[src/rtl/axis_slave_fifo.sv]
// AXI4-Stream slave FIFO: buffers upstream beats and hands them to user logic
// through a registered pop port with registered occupancy/credit flags.
module axis_slave_fifo #(
    parameter int DATA_WIDTH = 32,
    parameter int DEPTH      = 16
) (
    input  logic                          clk,
    input  logic                          rst,
    input  logic                          axis_tvalid,
    output logic                          axis_tready,
    input  logic [DATA_WIDTH-1:0]         axis_tdata,
    output logic                          may_pop,
    input  logic                          pop,
    output logic [DATA_WIDTH-1:0]         data,
    output logic                          data_valid,
    output logic                          underflow,
    output logic [$clog2(DEPTH+1)-1:0]    count
);
    localparam int AW = $clog2(DEPTH);
    localparam int CW = $clog2(DEPTH + 1);

    typedef logic [CW-1:0] count_t;
    typedef logic [AW-1:0] ptr_t;

    logic [DATA_WIDTH-1:0] mem_q [DEPTH];

    ptr_t                  wr_ptr_q, wr_ptr_d;
    ptr_t                  rd_ptr_q, rd_ptr_d;
    count_t                count_q, count_d;
    logic                  tready_q, tready_d;
    logic                  may_pop_q, may_pop_d;
    logic                  data_valid_q, data_valid_d;
    logic                  underflow_q, underflow_d;
    logic [DATA_WIDTH-1:0] data_q, data_d;

    logic accept;
    logic do_pop;

    assign accept = axis_tvalid & tready_q;
    assign do_pop = pop & may_pop_q;

    always_comb begin
        // NOTE: every next-state signal gets a default first so no path infers a latch.
        wr_ptr_d     = wr_ptr_q;
        rd_ptr_d     = rd_ptr_q;
        data_d       = data_q;
        data_valid_d = do_pop;
        underflow_d  = underflow_q | (pop & ~may_pop_q);

        if (accept) begin
            wr_ptr_d = wr_ptr_q + 1'b1;
        end
        if (do_pop) begin
            rd_ptr_d = rd_ptr_q + 1'b1;
            data_d   = mem_q[rd_ptr_q];
        end

        // Flags come from the next occupancy, so tready is already low the
        // cycle after the filling accept and the FIFO can never overflow.
        count_d   = count_q + count_t'(accept) - count_t'(do_pop);
        may_pop_d = (count_d != '0);
        tready_d  = (count_d < count_t'(DEPTH));
    end

    always_ff @(posedge clk) begin
        if (rst) begin
            wr_ptr_q     <= '0;
            rd_ptr_q     <= '0;
            count_q      <= '0;
            tready_q     <= 1'b0;
            may_pop_q    <= 1'b0;
            data_valid_q <= 1'b0;
            data_q       <= '0;
            underflow_q  <= 1'b0;
        end else begin
            wr_ptr_q     <= wr_ptr_d;
            rd_ptr_q     <= rd_ptr_d;
            count_q      <= count_d;
            tready_q     <= tready_d;
            may_pop_q    <= may_pop_d;
            data_valid_q <= data_valid_d;
            data_q       <= data_d;
            underflow_q  <= underflow_d;
        end
    end

    // NOTE: storage is deliberately left out of reset; the pointers alone define validity.
    always_ff @(posedge clk) begin
        if (accept && !rst) begin
            mem_q[wr_ptr_q] <= axis_tdata;
        end
    end

    assign axis_tready = tready_q;
    assign may_pop     = may_pop_q;
    assign data        = data_q;
    assign data_valid  = data_valid_q;
    assign underflow   = underflow_q;
    assign count       = count_q;

endmodule

[config.mk]
export PLATFORM = sky130hd
export DESIGN_NAME = axis_slave_fifo
export DESIGN_NICKNAME = d
export VERILOG_FILES = /design/src/rtl/axis_slave_fifo.sv
export SDC_FILE = /design/constraint.sdc
export NUM_CORES = 1
export LEC_CHECK = 0
export ABC_CLOCK_PERIOD_IN_PS = 3200
export CAP_MARGIN = 20
export CORE_ASPECT_RATIO = 2
export CORE_UTILIZATION = 61
export CTS_CLUSTER_DIAMETER = 60
export DETAILED_ROUTE_END_ITERATION = 16
export PLACE_DENSITY = 0.78
export SLEW_MARGIN = 10
export SYNTH_ARGS = -nofsm -noshare
export SYNTH_HDL_FRONTEND = slang
export SYNTH_SLANG_ARGS = --single-unit
[constraint.sdc]
create_clock -name clk -period 3.2 [get_ports clk]
set_clock_uncertainty 0.05 [all_clocks]
set_input_delay 0.32 -clock clk [delete_from_list [all_inputs] [get_ports clk]]
set_output_delay 0.32 -clock clk [all_outputs]
set_load 0.05 [all_outputs]
==> impl_results.md <==
* Post-synthesis xor/xnor area fraction at 0.00409
* Synth Warn # at 0
* Buf/Inv on CP at 1
* Design area at 0.0245 mm2
* Clock sink count at 561
* Antenna violation net count after detailed routing at 0
* Final Cycle Share at 0.771
* N_diodes at 0
* Largest net degree at the start of global routing at 48
* Worst R2R End: data[8]
* Arrival @ worst endpoint at 2.83 ns
* Crit path cell chain: buf_4, mux4_1, mux2_2, a22oi_1, nand2_1
* PortBufs at 76
* Combinational family with the most area after synthesis: multiplexers
* Hold path start: pop
* Total grt overflow at 0
* Clk root buf: clkbuf_16
* Post-synthesis simple-gate area fraction at 0.0179
* Die Y at 267 um
* DIE AREA at 0.0359 mm2
* Adder-Cell Fraction of Synth Area at 0.00678
* P_leak at roughly 0.0078 uW
* FF-to-FF setup slack at roughly 0.73 ns
* Mapped Area at 0.0214 mm2
* Critical path's top delay family: multiplexers
* First-iteration detailed-routing DRC count at ~800
* Main synth FF type: edfxtp_1
* Core area at 0.0345 mm2
* Post-CTS setup buffers at 0
* Hold Vio Cnt, Final at 0
* CP required at about 3.6 ns
* GRT Max-Usage Layer: met2
* Final Worst Setup Slack at 0.731 ns
* Vias in the first global route at 11000
* Final WL at 44.8 mm
* Io pins at 77
* WHS at 0.394 ns
* Area grow syn2layout at 14.6%
* Via/cell ratio at 6.45
* GRT Resource Usage Total at 0.260
* Worst-Margin Slew at 0.665 ns
* Slew Viols, Final at 0
* Worst reg2reg path depth at 5
* Max-Cap Viols at 0
* Slowest cell on crit path: dfxtp_4
* Max Clock Freq at around 0.4 GHz
* Die W at 134 um
* First-pass GRT wire length at ~67 mm
* Via count at 10500
* DR pass1 iterations at 5
* CTS tree: built
* Antenna violations before repair at 0
* Htree depth at 2
* Initial Util at 0.621
* Mapped Nets at 1083
* Status: finished clean
* GR Layer Usage met2 at 0.469
* Endpoint class of the critical path: flip-flop
* Worst-Skew Late Latency at 0.55 ns
* Hold Crit Class: in -> reg
* DRC violations left at 0
* Routed len/inst at 27.4 um
* CTS Buf Count at 45
* Pwr/cell area at 647 mW/mm2
* Minimum clock period at ~2.5 ns
* Commonest cells after routing, fill and taps aside: edfxtp_1 (512), clkdlybuf4s50_1 (76), mux2i_1 (66)
* Register clock-pin slew on the reported worst setup and hold paths at 0.07 ns
* Layout cells sized above 1 at 0.178
* Final number of setup-violating endpoints at 0
* GRT met3 Usage at 0.0321
* Cts hold-fix bufs at 0
* Layout Nets at 1205
* Reg-to-Reg Start: rd_ptr_q[0]
* Slew margin rel. at 0.555
* Ys async rst share at 0
* Placer Congestion at roughly 0.76
* #FFs+latches synth at 561
* Post-DP Area at 0.0231 mm2
* Gate Count Post-Synth at 1036
* Max VDD drop at 0.718 mV
* Post-synthesis mux area share at 0.157
* Resized Gates After CTS at 0
* Pre-CTS WS at 0.407 ns
* Hold-critical path endpoint: underflow
* Crit start category: flip-flop
* DP HPWL at 26.7 mm
* Compound-cell area share of the yosys netlist at 0.0341
* Distinct cell type count after synthesis at 35
* Most common cell after layout, fill and taps aside: edfxtp_1
* EDFF count, synth at 512
* M1 GR Usage at 0.304
* Setup TNS Final at 0 ns
* CP max stage delay at 0.70 ns
* Clock Tree Buf Depth at 3
* Worst-path maximum fanout at 26
* Post-synthesis sequential area ratio at 0.764
* Hold Path Stages at 3
* RSZ-0062 raised after global routing: no
* Row count at 96
* Synth Area per Inst at 20.7 um2
* Setup Crit Path Kind: reg -> reg
-- final cells by class --
class | count | area (um2)
Sequential cell | 561 | 16400
Fill cell | 1963 | 9940
Multi-Input combinational cell | 407 | 4840
Timing Repair Buffer | 132 | 1320
Clock buffer | 60 | 1210
Tap cell | 441 | 552
Clock inverter | 21 | 200
Inverter | 11 | 41.3
-- where the power goes --
group | total, uW | internal (uW) | leakage, uW | switching (uW)
registers | 8320 | 8150 | 0.00501 | 166
logic | 2150 | 938 | 0.00209 | 1210
clock network | 5390 | 2990 | 0.000694 | 2400
total | 15900 | 12100 | 0.00779 | 3780
-- cell families (layout without fill, tap and decap cells) --
family | after synthesis | count (layout)
fa+ha+maj | 11 | 11
simple gates | 90 | 90
buf+inv | 68 | 224
compound gates | 103 | 103
flops | 561 | 561
mux | 193 | 193
xor+xnor | 10 | 10
-- through the flow --
stage,std cells,utilization,power [uW]
3_3_place_gp,1552,0.671,10600
6_report,1633,0.712,15900
3_5_place_dp,1552,0.671,10600
2_1_floorplan,1036,-,9900
4_1_cts,1633,0.712,15900
5_1_grt,1633,0.712,16300
-- cell usage after synthesis (all sizes together), types with 2 or more instances --
| library cell | number | area (um2) |
|---|---|---|
| edfxtp | 512 | 15400 |
| ha | 10 | 125 |
| clkbuf | 31 | 116 |
| mux4 | 95 | 2340 |
| dfxtp | 49 | 981 |
| mux2 | 32 | 360 |
| nor2b | 5 | 31.3 |
| a21oi | 5 | 25.0 |
| buf | 26 | 180 |
| a22oi | 31 | 233 |
| nand2 | 42 | 158 |
| nor2 | 33 | 124 |
| a221oi | 32 | 280 |
| and2 | 2 | 12.5 |
| o21ai | 31 | 155 |
| inv | 11 | 41.3 |
| xnor2 | 4 | 35.0 |
| mux2i | 66 | 661 |
| xor2 | 6 | 52.6 |
| a221o | 2 | 20.0 |
-- registers in the layout, indices dropped and copies added (netlist names) --
| register | flops |
|---|---|
| mem_q | 512 |
| underflow | 1 |
| rd_ptr_q | 4 |
| axis_tready | 1 |
| data | 32 |
| data_valid | 1 |
| count | 5 |
| may_pop | 1 |
| wr_ptr_q | 4 |
-- worst min-delay path, cell delays in order --
cell             delay (ns)
clkdlybuf4s50_1        0.44
a21oi_1                0.14
nor2_1                 0.04
-- per-layer routing --
layer,part of all wire,vias to the layer above
met1,0.35,5445
met3,0.054,132
met2,0.55,431
met4,0.048,0
met5,0,-
li1,-,4524
-- worst max path at each step --
stage,cells past startpoint,slack [ns],end,start
2_1_floorplan,4,0.13,mem_q[3][0],axis_tready
3_3_place_gp,12,0.44,may_pop,pop
3_5_place_dp,12,0.41,may_pop,pop
4_1_cts,5,0.69,data[4],rd_ptr_q[0]
5_1_grt,5,0.62,data[8],rd_ptr_q[0]
6_report,5,0.73,data[8],rd_ptr_q[0]
Note: power is estimated with default switching activity, not from simulation.
